### config.mk
export PLATFORM = sky130hd
export DESIGN_NAME = instr_sequencer
export DESIGN_NICKNAME = d
export VERILOG_FILES = /design/src/rtl/instr_sequencer.sv
export SDC_FILE = /design/constraint.sdc
export NUM_CORES = 1
export LEC_CHECK = 0
export ABC_AREA = 1
export CORE_MARGIN = 1
export CORE_UTILIZATION = 34
export DETAILED_ROUTE_END_ITERATION = 12
export GPL_TIMING_DRIVEN = 0
export SLEW_MARGIN = 20
export SYNTH_ARGS = -nofsm -noshare
export SYNTH_HDL_FRONTEND = slang
export SYNTH_SLANG_ARGS = --single-unit
### constraint.sdc
create_clock -name clk -period 2.3 [get_ports clk]
set_input_delay 0.23 -clock clk [delete_from_list [all_inputs] [get_ports clk]]
set_output_delay 0.23 -clock clk [all_outputs]
set_load 0.1 [all_outputs]
### src/rtl/instr_sequencer.sv
// instr_sequencer: fetch/decode/control FSM driving the dual-read register file and ALU.
module instr_sequencer #(
  parameter int PC_WIDTH    = 8,
  parameter int START_ADDR  = 0,
  parameter int ALU_TIMEOUT = 64
) (
  input  logic                clk,
  input  logic                reset,
  input  logic                start,
  output logic                imem_req,
  output logic [PC_WIDTH-1:0] imem_addr,
  input  logic                imem_valid,
  input  logic [31:0]         imem_data,
  output logic [15:0]         opcode,
  output logic [3:0]          addr_1,
  output logic [3:0]          addr_2,
  output logic [3:0]          addr_3,
  output logic                write_enable,
  output logic                alu_start,
  input  logic                alu_done,
  input  logic                ram_valid,
  output logic [PC_WIDTH-1:0] pc,
  output logic                busy,
  output logic                halted,
  output logic                error
);
  localparam int CW = $clog2(ALU_TIMEOUT + 1);
  typedef enum logic [3:0] {
    IDLE, FETCH, DECODE, EXEC, WAIT_RAM, READ_HOLD, WRITEBACK, HALTED, ERROR
  } state_t;
  state_t state, state_n;
  logic [27:0] instr, instr_n;
  logic [PC_WIDTH-1:0] pc_n, pc_inc;
  logic [CW-1:0] cnt, cnt_n;
  logic [15:0] op;
  logic unused_nibble;
  assign unused_nibble = ^imem_data[3:0];
  assign op = instr[27:12];
  assign pc_inc = pc + PC_WIDTH'(1);
  assign imem_addr = pc;
  always_comb begin
    state_n = state;
    pc_n = pc;
    instr_n = instr;
    cnt_n = cnt;
    case (state)
      IDLE, HALTED, ERROR: begin
        state_n = start ? FETCH : state;
        pc_n = start ? PC_WIDTH'(START_ADDR) : pc;
      end
      FETCH: begin
        state_n = imem_valid ? DECODE : FETCH;
        instr_n = imem_valid ? imem_data[31:4] : instr;
      end
      DECODE: begin
        state_n = op == 16'hFFFF ? HALTED :
                  op[15:12] == 4'h1 ? EXEC :
                  op[15:8] == 8'h42 ? WAIT_RAM :
                  op[15:8] == 8'h22 ? READ_HOLD : FETCH;
        cnt_n = '0;
      end
      EXEC: begin
        state_n = alu_done ? WRITEBACK : cnt == CW'(ALU_TIMEOUT - 1) ? ERROR : EXEC;
        cnt_n = cnt + CW'(1);
      end
      WAIT_RAM: state_n = ram_valid ? WRITEBACK : WAIT_RAM;
      READ_HOLD, WRITEBACK: state_n = FETCH;
      default: state_n = IDLE;
    endcase
    // the advance step is folded into every return to FETCH from a finished instruction
    if (state_n == FETCH && state inside {DECODE, READ_HOLD, WRITEBACK})
      pc_n = pc_inc;
  end
  always_ff @(posedge clk or posedge reset)
    if (reset) begin
      state <= IDLE;
      pc <= '0;
      instr <= '0;
      cnt <= '0;
      imem_req <= 1'b0;
      alu_start <= 1'b0;
      write_enable <= 1'b0;
      busy <= 1'b0;
      halted <= 1'b0;
      error <= 1'b0;
      {opcode, addr_1, addr_2, addr_3} <= '0;
    end else begin
      state <= state_n;
      pc <= pc_n;
      instr <= instr_n;
      cnt <= cnt_n;
      imem_req <= state_n == FETCH;
      alu_start <= state_n == EXEC && state != EXEC;
      write_enable <= state_n == WRITEBACK;
      busy <= !(state_n inside {IDLE, HALTED, ERROR});
      halted <= state_n == HALTED;
      error <= state_n == ERROR;
      {opcode, addr_1, addr_2, addr_3} <=
        state_n inside {DECODE, EXEC, WAIT_RAM, READ_HOLD, WRITEBACK} ? instr_n : '0;
    end
endmodule

# Word-level counts from Yosys, hierarchy flattened
# Index checks and enable logic that the tools add are counted.
# W data, S select, Z words.
[classes]
n_mux = 17
reduce_logical = 14
n_addsub = 2
n_eq_ne = 22
[op_table]
columns = ["operator", "n"]
rows = [
  ["$mux W28", 3],
  ["$eq A4 B3 Y1 const B", 8],
  ["$mux W8", 3],
  ["$pmux W4 S6", 1],
  ["$eq A16 B16 Y1 const B", 1],
  ["$eq A4 B2 Y1 const B", 4],
  ["$pmux W7 S2", 1],
  ["$eq A4 B1 Y1 const B", 3],
  ["$mux W3", 4],
  ["$mux W4", 3],
  ["$add A8 B1 Y8 const B", 1],
  ["$eq A4 B4 Y1 const B", 2],
  ["$eq A8 B6 Y1 const B", 1],
  ["$eq A8 B7 Y1 const B", 1],
  ["$logic_not A4 Y1", 2],
  ["$add A7 B1 Y7 const B", 1],
  ["$eq A7 B6 Y1 const B", 1],
  ["$reduce_bool A2 Y1", 3],
  ["$reduce_bool A3 Y1", 2],
  ["$reduce_bool A5 Y1", 1],
  ["$mux W2", 2],
  ["$ne A4 B2 Y1 const B", 1],
  ["$reduce_or A3 Y1", 1],
  ["$logic_and A1 B1 Y1", 2],
  ["other kinds (3)", 3],
]
[word_totals]
ff_bits = 81

# Logic depth before layout (Yosys ltp)
# Gate-level depths: netlist (run 1).
[depth]
ltp_word = 10
mapped_depth = 15

# Worst setup path before layout (run 1)
# No wires, ideal clock.
[synth_timing]
kind = "register -> register"
startpoint = "reg pc[2], in the netlist imem_addr[2]"
endpoint = "reg pc[7], in the netlist imem_addr[7]"
required_ns = 2.176
path_buffers = 0
arrival_ns = 1.922
path_slack_ns = 0.254
period_less_slack_ns = 2.046
path_stages_with_launch = 7
path_cell_list = "dfrtp_1 > nand3_1 > nor3b_1 > nand2_1 > xnor2_1 > nand4_1 > nand2_1"
[synth_between]
elab_chain_len = 2
[synth_lines]
columns = ["element", "line", "rtl"]
rows = [
  ["from (decl)", "22", "output logic [PC_WIDTH-1:0] pc,"],
  ["from (signal assigned)", "89", "pc <= pc_n;"],
  ["$add A8 B1 Y8", "39", "assign pc_inc = pc + PC_WIDTH'(1);"],
  ["$mux W8", "71", "if (state_n == FETCH && state inside {DECODE, READ_HOLD, WRITEBACK})"],
]
# Every way passes these cells.
# A chain may end at the register's enable or synchronous reset.

# Final worst setup path (run 1)
[layout_timing]
startpoint = "reg pc[3], in the netlist imem_addr[3]"
endpoint = "out imem_addr[3]"
[layout_lines]
columns = ["element", "line", "rtl"]
rows = [
  ["to (decl)", "11", "output logic [PC_WIDTH-1:0] imem_addr,"],
]
# No word-level cell between the ends.

==> results of run 1 <==
[power groups by stage]
| stage | logic, W | registers [W] | clock network [W] |
|---|---|---|---|
| finish | 0.00433 | 0.00214 | 0.00118 |
| global route | 0.00469 | 0.00220 | 0.00126 |
| CTS | 0.00438 | 0.00214 | 0.00121 |
| detailed placement | 0.00437 | 0.00217 | 0 |
| global placement | 0.00433 | 0.00216 | 0 |
| floorplan | 0.00194 | 0.00362 | 0 |
[final cells by class]
cell class	instances	area, um^2	area share, %
sequential	81	2030	41.5
multi-input combinational	227	1220	25.0
timing repair buffer	85	883	18.1
inverter	60	236	4.84
tap	136	170	3.48
clock buffer	10	138	2.82
buffer	16	124	2.54
clock inverter	5	86.3	1.77
[per-stage QoR]
stage	hold WS [ns]	setup slack, ns
after floorplan	0.390	0.254
after global placement	0.475	0.185
after detailed placement	0.489	0.212
after CTS	0.222	0.00359
after global routing	0.250	0.00784
final	0.216	0.0800
[layer usage]
| layer | vias up | track usage (%) | part of all wire [%] |
|---|---|---|---|
| met1 | 1314 | 18.5 | 46 |
| met3 | 15 | 3.43 | 5.2 |
| met5 | - | 0 | 0 |
| met2 | 66 | 24.3 | 47 |
| met4 | 0 | 6.84 | 1.7 |
| li1 | 1394 | - | - |
[worst paths after layout]
path | from | to | slack (ns)
hold / removal | reset | instr[22] | 0.22
max in group asynchronous | reset | opcode[4] | 1.58
hold reg to reg | cnt[5] | cnt[5] | 0.49
setup reg to reg | state[2] | opcode[10] | 0.33
setup / recovery | imem_addr[3] | imem_addr[3] | 0.08
min in group clk | cnt[5] | cnt[5] | 0.49
[flip-flops by register name, summed over array words and instances (netlist names)]
name and count:
addr_1 4, addr_2 4, addr_3 4, alu_start 1, busy 1, cnt 7, error 1, halted 1
imem_addr 8, imem_req 1, instr 28, opcode 16, state 4, write_enable 1
[kinds of logic (layout without fill, tap and decap cells)]
family	Yosys count	in the layout	share of synthesized area, %
flops	81	81	56.2
simple gates	174	174	25.0
fa+ha+maj	2	2	0.694
compound gates	46	46	6.94
buf+inv	76	176	9.90
xor+xnor	5	5	1.22
[timing repair]
item | 4_1_cts | 5_1_grt
gates resized for setup | 2 | 6
endpoints found under the setup margin | 2 | 6
gates cloned | 0 | 0
[synth_stat cells (3+ instances only)]
master / count
inv_1: 55
nor3_1: 3
nor2_2: 22
xnor2_1: 3
nand4_1: 11
nand2_1: 54
inv_2: 3
nor2_4: 3
o21ai_0: 34
clkbuf_1: 5
o21ai_1: 3
nor2_1: 31
nand2_2: 8
a21oi_1: 3
nand3_1: 14
buf_4: 8
or2_2: 22
dfrtp_1: 81
[worst register-to-register path, delay by kind of cell, from the launching register on]
kind / cells / cell delay (ns)
simple gates: 9 / 0.96
buf+inv: 4 / 0.47
flops: 1 / 0.42
==> results_dict.tcl, run 1 <==
set metrics [dict create \
    cts_buffer_depth 2 \
    die_height_um 105 \
    antenna_found_initial 0 \
    seqPwrFrac_pct 27.9 \
    endpoint_kind "output port" \
    rows 37 \
    cts_buffers 9 \
    design_area_mm2 0.00488 \
    r2r_cells 13 \
    synth_top_area_cell "dfrtp_1" \
    ant_nets 0 \
    wl_mm 7.49 \
    async_flop_share_pct 100 \
    final_max_slew_viol_count 0 \
    layout-drive-gt1-share_pct 19.6 \
    yosysTopAreaCellShare_pct 56.3 \
    status "completed" \
    setup_tns_ns 0 \
    cts_tree "built" \
    finalPower_w 0.00764 \
    core-area_mm2 0.0103 \
    final_cells 620 \
    post_drt_via_cell_ratio 4.50 \
    holdCritPathClass "in2async" \
    hold_viol 0 \
    post-route-util_pct 47.5 \
    cts_setup_buffers 0 \
    rsz0062_at_grt "false" \
    die-area_mm2 0.0110 \
    grt_pass1_vias 2836 \
    maxCapViolations 0 \
    clk-insertion-delay-late_ns 0.35 \
    fin_nets 520 \
    fin_crit_sh_pct 96.5 \
    crit_type "reg2out" \
    yosysSeqAreaShare_pct 56.3 \
    place_area_mm2 0.00465 \
    fill_cells 995 \
    port_buffers 83 \
    dr_total_vias 2789 \
    power_switching_w 0.00384 \
    syn_inst 384 \
    start_util_pct 35.1 \
    gp_congestion 0.789 \
    place_inst 605 \
    critPathMaxFanout 7 \
    cts.clk_slew.worst_paths_ns 0.09 \
    gr-total-overflow 0 \
    layout_commonest_cell "dfrtp_1" \
    final_cell_mix "dfrtp_1, clkdlybuf4s50_1, nand2_1, inv_1, o21ai_0" \
    fin_crit_ns 2.22 \
    drc_errors 0 \
    pwr-share-comb_pct 56.6 \
    io_pins 88 \
    worst_slew_pin_slew_ns 1.03 \
    syn_area_per_cell_um2 9.38 \
    grt.total_usage_pct 14.8 \
    area_growth_pct 35.6 \
    syn_nets 424 \
    ys.flop_type "dfrtp_1" \
    yosysWarnings 0 \
    cp.arrival_ns 1.99 \
    cp.depth 1 \
    cts_htree_levels 3 \
    fmax_mhz 450 \
    cellInternalPower_w 0.00380 \
    maxSlewHeadroom_pct 30.9 \
    p_per_area_mw_per_mm2 1560 \
    synth_edf_count 0 \
    cp_cell_sequence "clkdlybuf4s50_1" \
    synth_area_mm2 0.00360 \
    cp_slowest_cell "clkdlybuf4s50_1" \
    drt-initial-drc-count 108 \
    dr.pass1.iters 4 \
    worst-path-buf-inv 1 \
    die_x_um 105 \
    cp.required_ns 2.07 \
    wire_per_inst_um 12.1 \
    max_stage_delay_ns 1.17 \
    setup_violations 0 \
    yosys-top-cells-area "dfrtp_1, inv_1, nand2_1, o21ai_0, nor2_2" \
    ir_drop_uv 808 \
    dp_hpwl_mm 5.56 \
    switching_share_pct 50.3 \
    fin_skew_ns 0.0113 \
    grt_max_degree 34 \
    cts_hold_buffers 0 \
    n_antenna_cell 0 \
    grt_pass1_wl_mm 12.8 \
    p_leak_nw 2.41 \
    ys_ff_latch 81 \
    cts_sinks 81 \
    ctsRootBufferMaster "clkbuf_8" \
    power.share.clock_pct 15.4 \
    start_kind "flop" \
    crit_family "buffers and inverters" \
    ys_types 32 \
]
Note: power is estimated with default switching activity, not from simulation.
==> run 2, diff against run 1 <==
--- a/config.mk
+++ b/config.mk
@@ -10,6 +10,7 @@
 export CORE_UTILIZATION = 34
 export DETAILED_ROUTE_END_ITERATION = 12
 export GPL_TIMING_DRIVEN = 0
+export SKIP_CTS_REPAIR_TIMING = 1
 export SLEW_MARGIN = 20
 export SYNTH_ARGS = -nofsm -noshare
 export SYNTH_HDL_FRONTEND = slang
==> run 2 against run 1 <==
  * Sequential power is essentially flat
  * Via count unchanged
  * Die area stayed put
  * Highest routed layer unchanged
==> results_dict.tcl, run 2 (synthesis results as in run 1) <==
set metrics [dict create \
    fin_crit_sh_pct 96.5 \
    cp_slowest_cell "clkdlybuf4s50_1" \
    die_height_um 105 \
    worst-path-buf-inv 1 \
    largest-register "instr" \
    grt.total_usage_pct 14.8 \
    worst_slack_ns 0.0798 \
    dp_slack_ns 0.212 \
    post_drt_via_cell_ratio 4.50 \
    cts_sinks 81 \
    dr.pass1.iters 4 \
    wl_mm 7.50 \
    clk-insertion-delay-late_ns 0.35 \
    dr_total_vias 2789 \
    rsz0062_at_grt "false" \
    r2r_start "state[2]" \
    max_stage_delay_ns 1.17 \
    crit_type "reg2out" \
    core-area_mm2 0.0103 \
    fmax_mhz 450 \
    fin_nets 520 \
    crit_family "buffers and inverters" \
    gp_congestion 0.789 \
    gr-total-overflow 0 \
    drt-initial-drc-count 108 \
    crit_start "imem_addr[3]" \
    p_leak_nw 2.44 \
    status "completed" \
    final_max_slew_viol_count 0 \
    p_per_area_mw_per_mm2 1560 \
    cts.clk_slew.worst_paths_ns 0.09 \
    io_pins 88 \
    largest_reg_flops 28 \
    fin_skew_ns 0.0113 \
    holdCritPathClass "in2async" \
    grt_pass1_wl_mm 12.8 \
    start_util_pct 35.1 \
    layout-drive-gt1-share_pct 19.6 \
    n_antenna_cell 0 \
    cp_cell_sequence "clkdlybuf4s50_1" \
    place_area_mm2 0.00465 \
    grt_pass1_vias 2836 \
    cp.required_ns 2.07 \
    area_growth_pct 35.8 \
    cts_buffer_depth 2 \
    die-area_mm2 0.0110 \
    layout_commonest_cell "dfrtp_1" \
    final_cell_mix "dfrtp_1, clkdlybuf4s50_1, nand2_1, inv_1, o21ai_0" \
    maxSlewHeadroom_pct 30.9 \
    grt_max_degree 34 \
    fin_crit_ns 2.22 \
    design_area_mm2 0.00489 \
    die_x_um 105 \
    antenna_found_initial 0 \
    dp_hpwl_mm 5.56 \
    maxCapViolations 0 \
    drc_errors 0 \
    ctsRootBufferMaster "clkbuf_8" \
    setup_tns_ns 0 \
    fill_cells 993 \
    hold_viol 0 \
    ir_drop_uv 808 \
    endpoint_kind "output port" \
    setup_violations 0 \
    cts_tree "built" \
    worst_slew_pin_slew_ns 1.03 \
    cts_htree_levels 3 \
    ant_nets 0 \
    port_buffers 83 \
    cp.arrival_ns 1.99 \
    start_kind "flop" \
    rows 37 \
    critPathMaxFanout 7 \
    wire_per_inst_um 12.1 \
    cts_buffers 9 \
]
[run 2: cell count changes in the layout (fill, tap and decap cells not counted), sizes merged]
cell and change:
dlygate4sd2 -2, dlymetal6s2s +2
[run 2: path summary, 6_finish.rpt]
check                      slack (ns)            to  cells past startpoint
min reg2reg                      0.49        cnt[5]                      1
min                              0.22     instr[22]                      2
max in group asynchronous        1.58     opcode[4]                      3
max reg2reg                      0.33    opcode[10]                     13
min in group clk                 0.49        cnt[5]                      1
max                              0.08  imem_addr[3]                      1
[run 2: worst register-to-register path, stage by stage (launching register included)]
cell,delay [ns]
dfrtp_1,0.42
nor2_2,0.22
inv_1,0.10
nor3_2,0.24
nand2_1,0.12
nand3_2,0.10
nor2_4,0.07
inv_6,0.06
nand2_2,0.05
nand2_2,0.06
nand2_2,0.06
inv_4,0.14
buf_12,0.17
nor2_2,0.04
[run 2: per-stage QoR]
| step | instances | hold WS (ns) | total power [W] | util [%] |
|---|---|---|---|---|
| final | 620 | 0.216 | 0.00764 | 47.6 |
| after global routing | 620 | 0.250 | 0.00814 | 47.6 |
| after floorplan | 384 | 0.390 | 0.00556 | - |
| after detailed placement | 605 | 0.489 | 0.00654 | 45.2 |
| after global placement | 603 | 0.475 | 0.00649 | 44.8 |
| after CTS | 620 | 0.222 | 0.00773 | 47.4 |
[run 2: cell type report]
class | count | area [um^2] | area share [%]
flip-flops and latches | 81 | 2030 | 41.4
well taps | 136 | 170 | 3.48
clock buffers | 10 | 138 | 2.81
multi-input cells | 227 | 1220 | 24.9
plain buffers | 16 | 124 | 2.53
repair buffers | 85 | 891 | 18.2
inverters | 60 | 236 | 4.83
clock inverters | 5 | 86.3 | 1.76
[run 2: report_power, final]
part,leakage (nW),internal (W),switching [W]
Clock,0.114,0.000647,0.000533
Combinational,1.32,0.00121,0.00312
Sequential,1.01,0.00194,0.000196
[run 2: metal layers]
metal | vias up | GRT usage [%] | routed length, um | share of wire [%]
met5 | - | 0 | 0 | 0
met4 | 0 | 6.84 | 131 | 1.7
met3 | 15 | 3.43 | 385 | 5.1
met2 | 64 | 24.3 | 3510 | 47
met1 | 1316 | 18.5 | 3480 | 46
li1 | 1394 | - | - | -
==> run 3, diff against run 2 <==
--- a/config.mk
+++ b/config.mk
@@ -6,10 +6,12 @@
 export NUM_CORES = 1
 export LEC_CHECK = 0
 export ABC_AREA = 1
+export CORE_ASPECT_RATIO = 1.5
 export CORE_MARGIN = 1
-export CORE_UTILIZATION = 34
+export CORE_UTILIZATION = 45
 export DETAILED_ROUTE_END_ITERATION = 12
 export GPL_TIMING_DRIVEN = 0
+export PLACE_DENSITY = 0.77
 export SKIP_CTS_REPAIR_TIMING = 1
 export SLEW_MARGIN = 20
 export SYNTH_ARGS = -nofsm -noshare
==> run 3 against run 2 <==
  * Wire length is 0.60% higher
  * Final cell count is 5.3% lower
  * Clock skew is 0.0048 ns lower
  * Utilization is 16 points higher
  * Clock power is 26% higher
==> results_dict.tcl, run 3 (synthesis results as in run 1) <==
set metrics [dict create \
    crit_type "reg2out" \
    cp.arrival_ns 2.02 \
    start_util_pct 46.7 \
    worst_slack_ns 0.0505 \
    r2r-end "imem_addr[7]" \
    cts.clk_slew.worst_paths_ns 0.06 \
    p_per_area_mw_per_mm2 1620 \
    r2r_cells 10 \
    grt_max_degree 35 \
    cts_sinks 81 \
    rsz0062_at_grt "false" \
    layout-drive-gt1-share_pct 19.8 \
    drt-initial-drc-count 101 \
    seqCellArea_mm2 0.00203 \
    setup_tns_ns 0 \
    dp_hpwl_mm 5.60 \
    r2r_start "cnt[0]" \
    fin_skew_ns 0.00646 \
    endpoint_kind "output port" \
    ctsRootBufferMaster "clkbuf_16" \
    critPathMaxFanout 6 \
    die_height_um 112 \
    fmax_mhz 445 \
    fin_crit_sh_pct 97.8 \
    fin_nets 520 \
    die-area_mm2 0.00838 \
    largest_reg_flops 28 \
    port_buffers 83 \
    setup_violations 0 \
    start_kind "flop" \
    io_pins 88 \
    cp.required_ns 2.07 \
    fill_cells 666 \
    gp_congestion 0.828 \
    layout_commonest_cell "dfrtp_1" \
    clk-insertion-delay-late_ns 0.33 \
    reg2reg_slack_ns 0.37 \
    dr.pass1.iters 5 \
    dr_total_vias 2791 \
    core-area_mm2 0.00771 \
    status "completed" \
    maxSlewHeadroom_pct 33.8 \
    rows 39 \
    cts_htree_levels 3 \
    gr-total-overflow 0 \
    p_leak_nw 2.43 \
    place_inst 571 \
    wl_mm 7.55 \
    grt_pass1_wl_mm 12.9 \
    fin_crit_ns 2.25 \
    largest-register "instr" \
    antenna_found_initial 0 \
    holdCritPathClass "in2async" \
    cts_buffers 9 \
    post_drt_via_cell_ratio 4.75 \
    cts_tree "built" \
    die_x_um 75.1 \
    hold_viol 0 \
    grt.total_usage_pct 20.6 \
    area_growth_pct 36.8 \
    final_cells 587 \
    dp_slack_ns 0.337 \
    drc_errors 0 \
    multi_input_area_mm2 0.00122 \
    ant_nets 0 \
    wire_per_inst_um 12.9 \
    worst_slew_pin_slew_ns 0.990 \
    ir_drop_uv 967 \
    cts_buffer_depth 2 \
    final_cell_mix "dfrtp_1, clkdlybuf4s50_1, nand2_1, inv_1, o21ai_0" \
    maxCapViolations 0 \
    final_max_slew_viol_count 0 \
    grt_pass1_vias 2892 \
    n_antenna_cell 0 \
]
## run 3: cell count changes in the layout (fill, tap and decap cells not counted)
cell             delta
clkbuf_8           -10
clkbuf_16           +9
inv_6               -3
dlymetal6s2s_1      -3
clkinv_2            +5
clkdlybuf4s50_1     +3
## run 3: worst max path at each step
stage	from	end	slack [ns]	cells past startpoint
5_1_grt	imem_addr[6]	pc[6]	0.002	2
3_3_place_gp	reset	addr_1[1]	0.26	2
2_1_floorplan	imem_addr[2]	imem_addr[7]	0.25	6
6_report	imem_addr[5]	pc[5]	0.05	2
4_1_cts	imem_addr[3]	pc[3]	0.01	2
3_5_place_dp	imem_valid	addr_2[2]	0.34	7
## run 3: metrics by stage
stage               instance area, um^2  power (W)  util, %  hold slack, ns
finish                             4930    0.00797     63.9           0.278
global route                       4930    0.00844     63.9           0.309
CTS                                4920    0.00806     63.8           0.283
detailed placement                 4610    0.00653     59.7           0.484
global placement                   4570    0.00644     59.2           0.473
floorplan                          3610    0.00556        -           0.390
## run 3: critical path: stages (launching register included)
cell and delay [ns]:
dfrtp_1 0.44, buf_4 0.14, clkdlybuf4s50_1 1.11
## run 3: power breakdown
part	leakage (nW)	total (W)	internal (W)	switching, W
Sequential	1.01	0.00216	0.00194	0.000213
Combinational	1.26	0.00433	0.00121	0.00311
Clock	0.159	0.00149	0.000940	0.000546
Total	2.43	0.00797	0.00410	0.00387
## run 3: cell type report
class	count	share of cell area [%]
repair buffers	85	17.9
well taps	102	2.59
clock inverters	7	1.73
flip-flops and latches	81	41.1
inverters	60	4.80
multi-input cells	227	24.8
plain buffers	16	2.51
clock buffers	9	4.57
## run 3: routing by layer
| metal | part of all wire (%) | routed length [um] | global-route usage, % |
|---|---|---|---|
| met5 | 0 | 0 | 0 |
| met4 | 1.6 | 120 | 10.1 |
| met3 | 4.7 | 356 | 4.62 |
| met2 | 54 | 4060 | 35.7 |
| met1 | 40 | 3010 | 22.9 |
